--- src/rtl/pipe_ctrl_pkg.sv ---
// Shared types and constants for the pipeline hazard controller.
package pipe_ctrl_pkg;

  localparam int unsigned REG_W = 5;

  typedef enum logic [1:0] {
    RUN      = 2'd0,
    LU_STALL = 2'd1,
    FLUSH    = 2'd2,
    MEM_WAIT = 2'd3
  } hz_state_e;

endpackage

--- src/rtl/hz_perf_cnt.sv ---
// Enabled, wrapping event counter with synchronous clear.
module hz_perf_cnt #(
  parameter int unsigned WIDTH = 32
) (
  input  logic             clk_i,
  input  logic             rst_i,
  input  logic             en_i,
  output logic [WIDTH-1:0] cnt_o
);

  always_ff @(posedge clk_i) begin
    if (rst_i) begin
      cnt_o <= '0;
    end else if (en_i) begin
      cnt_o <= cnt_o + 1'b1;
    end
  end

endmodule

--- src/rtl/pipe_hazard_ctrl.sv ---
// Pipeline hazard controller: load-use stall, branch flush and memory-wait freeze.
// Optional performance counters are enabled by defining HAZARD_PERF_CNT_EN.
module pipe_hazard_ctrl
  import pipe_ctrl_pkg::*;
#(
  parameter int unsigned MEM_TIMEOUT = 16
) (
  input  logic             clk_i,
  input  logic             rst_i,
  input  logic             IDEX_MemRead_i,
  input  logic [REG_W-1:0] IDEX_Rt_i,
  input  logic [REG_W-1:0] IFID_Rs_i,
  input  logic [REG_W-1:0] IFID_Rt_i,
  input  logic             branch_taken_i,
  input  logic             mem_busy_i,
  output logic             PC_Write_o,
  output logic             IFID_Write_o,
  output logic             IF_Flush_o,
  output logic             ID_Flush_o,
  output logic             EX_Flush_o,
  output logic [1:0]       state_o,
  output logic             timeout_o
`ifdef HAZARD_PERF_CNT_EN
  ,
  output logic [31:0]      stall_cnt_o,
  output logic [31:0]      flush_cnt_o
`endif
);

  localparam int unsigned TO_LAST = MEM_TIMEOUT - 1;

  hz_state_e  state_q, state_d;
  logic [4:0] wait_cnt_q;
  logic       timeout_q;
  logic       load_use;
  logic       timeout_hit;

  assign load_use = IDEX_MemRead_i && (IDEX_Rt_i != '0) &&
                    ((IDEX_Rt_i == IFID_Rs_i) || (IDEX_Rt_i == IFID_Rt_i));

  // The flag is visible in the same cycle the last allowed busy cycle is seen.
  assign timeout_hit = (state_q == MEM_WAIT) && mem_busy_i &&
                       (32'(wait_cnt_q) == TO_LAST);

  assign state_o   = state_q;
  assign timeout_o = !rst_i && (timeout_q || timeout_hit);

  always_comb begin
    PC_Write_o   = 1'b1;
    IFID_Write_o = 1'b1;
    IF_Flush_o   = 1'b0;
    ID_Flush_o   = 1'b0;
    EX_Flush_o   = 1'b0;
    state_d      = RUN;
    if (rst_i) begin
      PC_Write_o   = 1'b0;
      IFID_Write_o = 1'b0;
      IF_Flush_o   = 1'b1;
      ID_Flush_o   = 1'b1;
      EX_Flush_o   = 1'b1;
    end else if (mem_busy_i) begin
      PC_Write_o   = 1'b0;
      IFID_Write_o = 1'b0;
      state_d      = MEM_WAIT;
    end else if (branch_taken_i) begin
      IF_Flush_o   = 1'b1;
      ID_Flush_o   = 1'b1;
      EX_Flush_o   = 1'b1;
      state_d      = FLUSH;
    end else if ((state_q == RUN) && load_use) begin
      PC_Write_o   = 1'b0;
      IFID_Write_o = 1'b0;
      ID_Flush_o   = 1'b1;
      state_d      = LU_STALL;
    end
  end

  always_ff @(posedge clk_i) begin
    if (rst_i) begin
      state_q    <= RUN;
      wait_cnt_q <= '0;
      timeout_q  <= 1'b0;
    end else begin
      state_q <= state_d;
      if ((state_q == MEM_WAIT) && mem_busy_i) begin
        if (wait_cnt_q != '1) begin
          wait_cnt_q <= wait_cnt_q + 1'b1;
        end
      end else begin
        wait_cnt_q <= '0;
      end
      if (timeout_hit) begin
        timeout_q <= 1'b1;
      end
    end
  end

`ifdef HAZARD_PERF_CNT_EN
  logic flush_ev;

  assign flush_ev = !rst_i && !mem_busy_i && branch_taken_i;

  hz_perf_cnt #(.WIDTH(32)) u_stall_cnt (
    .clk_i (clk_i),
    .rst_i (rst_i),
    .en_i  (!PC_Write_o),
    .cnt_o (stall_cnt_o)
  );

  hz_perf_cnt #(.WIDTH(32)) u_flush_cnt (
    .clk_i (clk_i),
    .rst_i (rst_i),
    .en_i  (flush_ev),
    .cnt_o (flush_cnt_o)
  );
`endif

endmodule

--- config.mk ---
export PLATFORM = sky130hd
export DESIGN_NAME = pipe_hazard_ctrl
export DESIGN_NICKNAME = d
export VERILOG_FILES = /design/src/rtl/pipe_ctrl_pkg.sv /design/src/rtl/hz_perf_cnt.sv /design/src/rtl/pipe_hazard_ctrl.sv
export SDC_FILE = /design/constraint.sdc
export NUM_CORES = 1
export LEC_CHECK = 0
export BUFFER_PORTS_ARGS = -buffer_cell sky130_fd_sc_hd__buf_4
export CAP_MARGIN = 40
export CELL_PAD_IN_SITES_DETAIL_PLACEMENT = 1
export CELL_PAD_IN_SITES_GLOBAL_PLACEMENT = 1
export CORE_MARGIN = 1
export CORE_UTILIZATION = 31
export CTS_CLUSTER_DIAMETER = 50
export DETAILED_ROUTE_END_ITERATION = 8
export GPL_TIMING_DRIVEN = 0
export PLACE_DENSITY = 0.8
export SLEW_MARGIN = 20
export SYNTH_ARGS = -nofsm -noshare
export SYNTH_HDL_FRONTEND = slang
export SYNTH_HIERARCHICAL = 1
export SYNTH_SLANG_ARGS = --single-unit
--- constraint.sdc ---
create_clock -name clk_i -period 2.2 [get_ports clk_i]
set_input_delay 0 -clock clk_i [delete_from_list [all_inputs] [get_ports clk_i]]
set_output_delay 0 -clock clk_i [all_outputs]
set_load 0.02 [all_outputs]
# Word level (Yosys, flattened, before mapping)
# Index checks and enable logic that the tools add are counted.
dict set report classes {
  add_sub_neg 1
  n_eq_ne 5
  n_mux 14
  n_bitwise 1
  n_reduce_logical 12
}
# op count
set ops {}
lappend ops {{$mux 1} 12}
lappend ops {{$eq 5x5->1} 2}
lappend ops {{$logic_and 1x1->1} 6}
lappend ops {{$add 5x1->5 const B} 1}
lappend ops {{$eq 5x4->1 const B} 1}
lappend ops {{$ne 5x5->1 const B} 1}
lappend ops {{$reduce_bool 5->1} 1}
lappend ops {{$mux 2} 2}
lappend ops {{$eq 2x2->1 const B} 1}
lappend ops {{$logic_not 2->1} 1}
lappend ops {{$logic_or 1x1->1} 2}
lappend ops {{$reduce_or 2->1} 1}
lappend ops {{$logic_not 1->1} 1}
lappend ops {{$not 1->1} 1}
dict set report word_totals {
  register_bits 8
  inputBits 20
  out_inout_bits 8
  elab_cells 36
}

# Longest topological paths before layout
# Gate-level depths: netlist of the first run.
dict set report depth {
  depth_word 8
  ltp_mapped 6
  ltp_nobuf 6
}

# Worst setup path after synthesis of the first run
# No wires, ideal clock.
dict set report synth_timing {
  kind {register to register}
  from {register wait_cnt_q[0]}
  to {register wait_cnt_q[3]}
  setup_ns 0.123
  arrival_ns 1.303
  t_required_ns 2.077
  slack_ns 0.773
  stages_incl_launch_ff 7
  path_buffers 0
  synth_period_minus_slack_ns 1.427
  cell_sequence {dfxtp_1 ha_1 and3_1 ha_1 nand4b_1 xor2_1 nor2_1}
}
dict set report synth_via {
  elab_chain_len 1
  elab_cells_between_ends 2
  classes_between {add/sub: 1; eq/ne: 1}
}
# element line
set synth_lines {}
lappend synth_lines {{start: declaration} pipe_hazard_ctrl.sv:33} ;# logic [4:0] wait_cnt_q;
lappend synth_lines {{start signal: assignment} pipe_hazard_ctrl.sv:87} ;# wait_cnt_q <= wait_cnt_q + 1'b1;
lappend synth_lines {{$add 5x1->5 / $ne 5x5->1 (equally long branches)} {pipe_hazard_ctrl.sv:87, pipe_hazard_ctrl.sv:86}}
# Several ways; a longest one is shown, not always the timed one.
# A chain may end at the register's enable or synchronous reset.

# Worst setup path after layout of the first run
# Ends and elaborated chain as after synthesis.

==> results.json, run 1 <==
{
  "synth_warnings": 6,
  "pwr-share-comb_pct": 26.3,
  "fillers": 202,
  "tns_ns": 0,
  "startpoint": "wait_cnt_q[0]",
  "grt_pass1_wl_mm": 2.22,
  "multi_input_area_sq_um": 327,
  "wire_per_inst_microns": 12.2,
  "core_area_sq_um": 1540,
  "cts_max_level": 1,
  "cts_sinks": 8,
  "setup_viol": 0,
  "post-dp-hpwl_mm": 1.04,
  "synthSimpleGateAreaFrac_pct": 19.0,
  "syn_area_per_cell_sq_um": 8.53,
  "synth-xor-area-share_pct": 21.9,
  "dr.pass1.iters": 3,
  "power_frac_seq_pct": 42.1,
  "slowest_stage": "dfxtp_1",
  "fmax_mhz": 646,
  "synth-compound-area-share_pct": 12.7,
  "netSwitchingFraction_pct": 26.4,
  "synth_edf_count": 0,
  "worstPathRequired_ns": 2.33,
  "switchingPower_uw": 93.8,
  "finalCritPeriodShare_pct": 70.3,
  "hold_path.class": "input pin to flop",
  "drv_slew": 0,
  "cp-end-kind": "flop",
  "grt_pass1_vias": 553,
  "critPathTopFamily": "adder cells",
  "drt_iter0_markers": 3,
  "ios": 28,
  "dp_cells": 104,
  "worst_slew_pin_slew_ns": 0.332,
  "worstSetupPathType": "flop to flop",
  "wirelength_mm": 1.33,
  "cts-buffers-inserted": 3,
  "antenna_left": 0,
  "antenna_found_initial": 0,
  "die_h_microns": 43.0,
  "track_usage_pct": 15.6,
  "path_buf_inv": 0,
  "finClkSkew_ns": 0.00472,
  "nets": 118,
  "async_flop_share_pct": 0,
  "dieArea_sq_um": 1850,
  "final-hold-violation-count": 0,
  "portBuffers": 27,
  "layout.cells.non_filler": 109,
  "period_minus_slack_ns": 1.55,
  "maxCapViolCount": 0,
  "netlist.area_leader.share_pct": 30.8,
  "peakVddDrop_uv": 274,
  "cp_max_fo": 6,
  "die_w_microns": 43.0,
  "slowest_delay_ns": 0.33,
  "relSlewSlack_pct": 77.9,
  "synthAdderAreaFrac_pct": 7.21,
  "grt_max_degree": 9,
  "gp_congestion": 0.697,
  "r2r-start": "wait_cnt_q[0]",
  "grt_setup_unrepaired": "false",
  "hp-start": "branch_taken_i",
  "synth_area_sq_um": 520,
  "path_common_cell": "ha_1",
  "start_util_pct": 33.8,
  "cts_setup_buffers": 0,
  "cts_tree": "yes",
  "ys.flop_type": "dfxtp_1",
  "ys_top_cells_by_area": "dfxtp_1, xor2_1, nor2_1",
  "drt-vias-per-instance": 5.00,
  "cts_buffer_depth": 2,
  "arrival_ns": 1.68,
  "synth_top_family_by_area": "XOR/XNOR gates",
  "synth_cell_types": 20,
  "intPower_uw": 261,
  "p_per_area_nw_per_um2": 452,
  "synthMuxAreaShare_pct": 1.92,
  "status": "finished, final reports clean",
  "p_clk_share_pct": 31.6,
  "regArea_sq_um": 160,
  "n_antenna_cell": 0,
  "synth_fp_nets": 84,
  "start_kind": "flop",
  "drc": 0,
  "netlist_top_cells_count": "nor2_1, xor2_1, dfxtp_1, inv_1",
  "synth_largest_area_cell": "dfxtp_1",
  "via_count": 545,
  "clk_latency_ns": 0.25,
  "drive_above_1_share_pct": 36.6,
  "path_clk_slew_ns": 0.06,
  "synth_seq_cells": 8,
  "p_leak_uw": 0.000373,
  "netlist_instances": 61,
  "cts-root-buf": "clkbuf_4",
  "yosysSeqAreaShare_pct": 30.8,
  "crit_chain": "ha_1 -> and3_1 -> ha_1 -> nand4b_1 -> xor2_1 -> nor2_1",
  "fp-row-count": 14,
  "area_growth_syn_to_layout_pct": 51.0,
  "gr-total-overflow": 0
}
cell usage in the layout, fill, tap and decap left out:
cell type | synthesis | final
a22oi_1 | 1 | 1
nor2_1 | 12 | 12
clkbuf_4 | 0 | 3
xor2_1 | 12 | 12
o22ai_1 | 3 | 3
inv_1 | 5 | 5
nor3_1 | 2 | 2
dlygate4sd3_1 | 0 | 2
buf_4 | 2 | 29
and3_1 | 1 | 1
nor2b_1 | 1 | 1
xnor2_1 | 1 | 1
ha_1 | 3 | 3
or3_1 | 1 | 1
dfxtp_1 | 8 | 8
or4_1 | 1 | 1
o31ai_1 | 1 | 1
a21oi_1 | 2 | 2
o31a_2 | 1 | 1
o211ai_2 | 1 | 1
nand4b_1 | 2 | 2
mux2i_1 | 1 | 1
sequential cells by signal (all words and copies together) (netlist names):
name and flops:
timeout_q 1, state_o 2, wait_cnt_q 5
cells by family after synthesis:
group	Yosys count
AO/OA/AOI/OAI	9
flip-flops	8
XOR/XNOR	13
buffers and inverters	7
adder cells (fa/ha/maj)	3
AND/OR/NAND/NOR	20
multiplexers	1
final cells by class:
class                   instances  share of cell area [%]
flip-flops and latches          8                    20.4
repair buffers                 29                    28.3
multi-input cells              46                    41.6
well taps                      16                    2.55
plain buffers                   2                    1.91
clock buffers                   3                    2.87
inverters                       5                    2.39
tightest hold or removal path, cell delays in order:
cell	delay [ns]
buf_4	0.10
or3_1	0.09
o22ai_1	0.06
metal layers:
metal	vias up	global-route usage [%]	wire [microns]
met3	2	2.55	100
met5	-	0	0
met4	0	5.45	15
met2	23	28.5	649
met1	248	18.2	562
li1	272	-	-
per-stage QoR:
step | total power [uW] | setup WS (ns) | hold WS (ns) | area (sq um) | utilization [%]
after floorplan | 192 | 0.773 | 0.0724 | 520 | -
after global placement | 241 | 0.683 | 0.226 | 743 | 48.2
after detailed placement | 243 | 0.656 | 0.237 | 743 | 48.2
after CTS | 361 | 0.632 | 0.0582 | 786 | 51.0
after global routing | 376 | 0.585 | 0.0627 | 786 | 51.0
final | 355 | 0.653 | 0.0558 | 786 | 51.0
repair_timing:
action                                 in CTS  in global routing
hold buffers                                2                  0
resized for setup                           0                  0
endpoints found under the hold margin       2                  0
worst paths after layout:
kind	to	slack, ns	depth (start not counted)
max	wait_cnt_q[3]	0.65	6
min	state_o[0]	0.06	3
max reg2reg	wait_cnt_q[3]	0.65	6
min reg2reg	timeout_q	0.48	2
power groups by stage:
stage	clock network (uW)	registers [uW]	logic, uW
2_1_floorplan	0	155	36.6
3_3_place_gp	0	152	88.8
3_5_place_dp	0	153	90.8
4_1_cts	118	149	94.1
5_1_grt	124	149	102
6_report	112	149	93.6
Power figures use the tool's default switching activity.
==> run 2, diff against run 1 <==
Settings changed: CORE_UTILIZATION 31 to 29, PLACE_DENSITY 0.8 to 0.76.
Clock period 2.2 ns to 1.59 ns, I/O delays scaled along.
==> results.json, run 2 (synthesized netlist as in run 1, its figures left out) <==
{
  "status": "finished, final reports clean",
  "drt_iter0_markers": 7,
  "arrival_ns": 1.50,
  "cts_max_level": 1,
  "layout_commonest_cell": "buf_4",
  "start_util_pct": 32.7,
  "drive_above_1_share_pct": 38.7,
  "wirelength_mm": 1.32,
  "dieArea_sq_um": 1970,
  "path_clk_slew_ns": 0.05,
  "ios": 28,
  "maxCapViolCount": 0,
  "finalCritPeriodShare_pct": 94.4,
  "setup_viol": 0,
  "wire_per_inst_microns": 11.3,
  "path_buf_inv": 2,
  "worst_slew_pin_slew_ns": 0.346,
  "die_w_microns": 44.4,
  "slowest_delay_ns": 0.33,
  "start_kind": "flop",
  "fp-row-count": 14,
  "period_minus_slack_ns": 1.50,
  "grt_pass1_wl_mm": 2.24,
  "switchingPower_uw": 125,
  "final_cell_mix": "buf_4, xor2_1, nor2_1",
  "portBuffers": 27,
  "p_clk_share_pct": 30.8,
  "clk_latency_ns": 0.25,
  "fmax_mhz": 666,
  "cp_max_fo": 3,
  "n_antenna_cell": 0,
  "total_power_uw": 487,
  "netSwitchingFraction_pct": 25.7,
  "area_growth_syn_to_layout_pct": 53.6,
  "gr-total-overflow": 0,
  "fillers": 206,
  "drv_slew": 0,
  "cts-root-buf": "clkbuf_4",
  "cts-buffers-inserted": 3,
  "hold_path.class": "input pin to flop",
  "grt_max_degree": 9,
  "cts_sinks": 8,
  "core_area_sq_um": 1590,
  "pwr-share-comb_pct": 26.6,
  "critPathTopFamily": "adder cells",
  "p_leak_uw": 0.000370,
  "finClkSkew_ns": 0.00490,
  "grt_setup_unrepaired": "false",
  "die_h_microns": 44.4,
  "placed_area_sq_um": 753,
  "drc": 0,
  "peakVddDrop_uv": 379,
  "relSlewSlack_pct": 77.0,
  "intPower_uw": 361,
  "p_per_area_nw_per_um2": 609,
  "regArea_sq_um": 161,
  "final_area_sq_um": 800,
  "worstSetupPathType": "flop to output port",
  "cp-end-kind": "output port",
  "path_common_cell": "ha_1",
  "slowest_stage": "dfxtp_2",
  "post-dp-hpwl_mm": 1.08,
  "cts_tree": "yes",
  "track_usage_pct": 15.5,
  "grt_pass1_vias": 530,
  "drt-vias-per-instance": 4.52,
  "tns_ns": 0,
  "holdWs_ns": 0.0704,
  "power_frac_seq_pct": 42.6,
  "via_count": 529,
  "worstPathRequired_ns": 1.59,
  "largest_reg_flops": 5,
  "crit_chain": "ha_1 -> and3_1 -> ha_1 -> inv_1 -> o22ai_1 -> buf_4",
  "cts_buffer_depth": 2,
  "multi_input_area_sq_um": 329,
  "regMostFlops": "wait_cnt_q",
  "dr.pass1.iters": 2,
  "gp_congestion": 0.737,
  "nets": 118,
  "antenna_left": 0,
  "final-hold-violation-count": 0,
  "antenna_found_initial": 0,
  "utilization_pct": 50.2
}
-- run 2: timing repair --
action | in CTS | in global routing
hold buffers | 2 | 0
setup endpoints to repair | 0 | 1
resized for setup | 0 | 2
buffers inserted | 0 | 0
hold endpoints to repair | 2 | 0
-- run 2: final timing paths --
check | depth (start not counted) | end | start | slack, ns
hold / removal | 3 | state_o[0] | branch_taken_i | 0.07
hold reg to reg | 2 | timeout_q | timeout_q | 0.49
setup reg to reg | 6 | wait_cnt_q[3] | wait_cnt_q[0] | 0.13
setup / recovery | 6 | timeout_o | wait_cnt_q[0] | 0.09
-- run 2: cell type report --
type                    instances  area share (%)
multi-input cells              46            41.2
repair buffers                 29            27.9
flip-flops and latches          8            20.2
well taps                      24            3.76
clock buffers                   3            2.82
inverters                       5            2.35
plain buffers                   2            1.88
-- run 2: per-layer routing --
layer / wire length (microns) / global-route usage, % / vias up / part of all wire [%]
met4: 0 / 5.45 / 0 / 0
met5: 0 / 0 / - / 0
met3: 123 / 5.71 / 0 / 9.3
met2: 626 / 27.4 / 20 / 47
met1: 571 / 17.0 / 239 / 43
li1: - / - / 270 / -
-- run 2: tightest hold or removal path, cell delays in order --
cell and delay, ns:
buf_4 0.10, or3_1 0.10, o22ai_1 0.06
-- run 2: through the flow --
| step | cells | setup slack [ns] |
|---|---|---|
| finish | 117 | 0.0890 |
| CTS | 117 | 0.0303 |
| global placement | 112 | 0.0703 |
| global route | 117 | 0.0116 |
| floorplan | 61 | 0.163 |
| detailed placement | 112 | 0.0515 |
-- run 2: power groups by stage --
| stage | Combinational [uW] | Clock, uW | Sequential [uW] |
|---|---|---|---|
| 2_1_floorplan | 50.7 | 0 | 215 |
| 3_3_place_gp | 124 | 0 | 211 |
| 3_5_place_dp | 125 | 0 | 211 |
| 4_1_cts | 130 | 156 | 207 |
| 5_1_grt | 142 | 165 | 207 |
| 6_report | 130 | 150 | 207 |
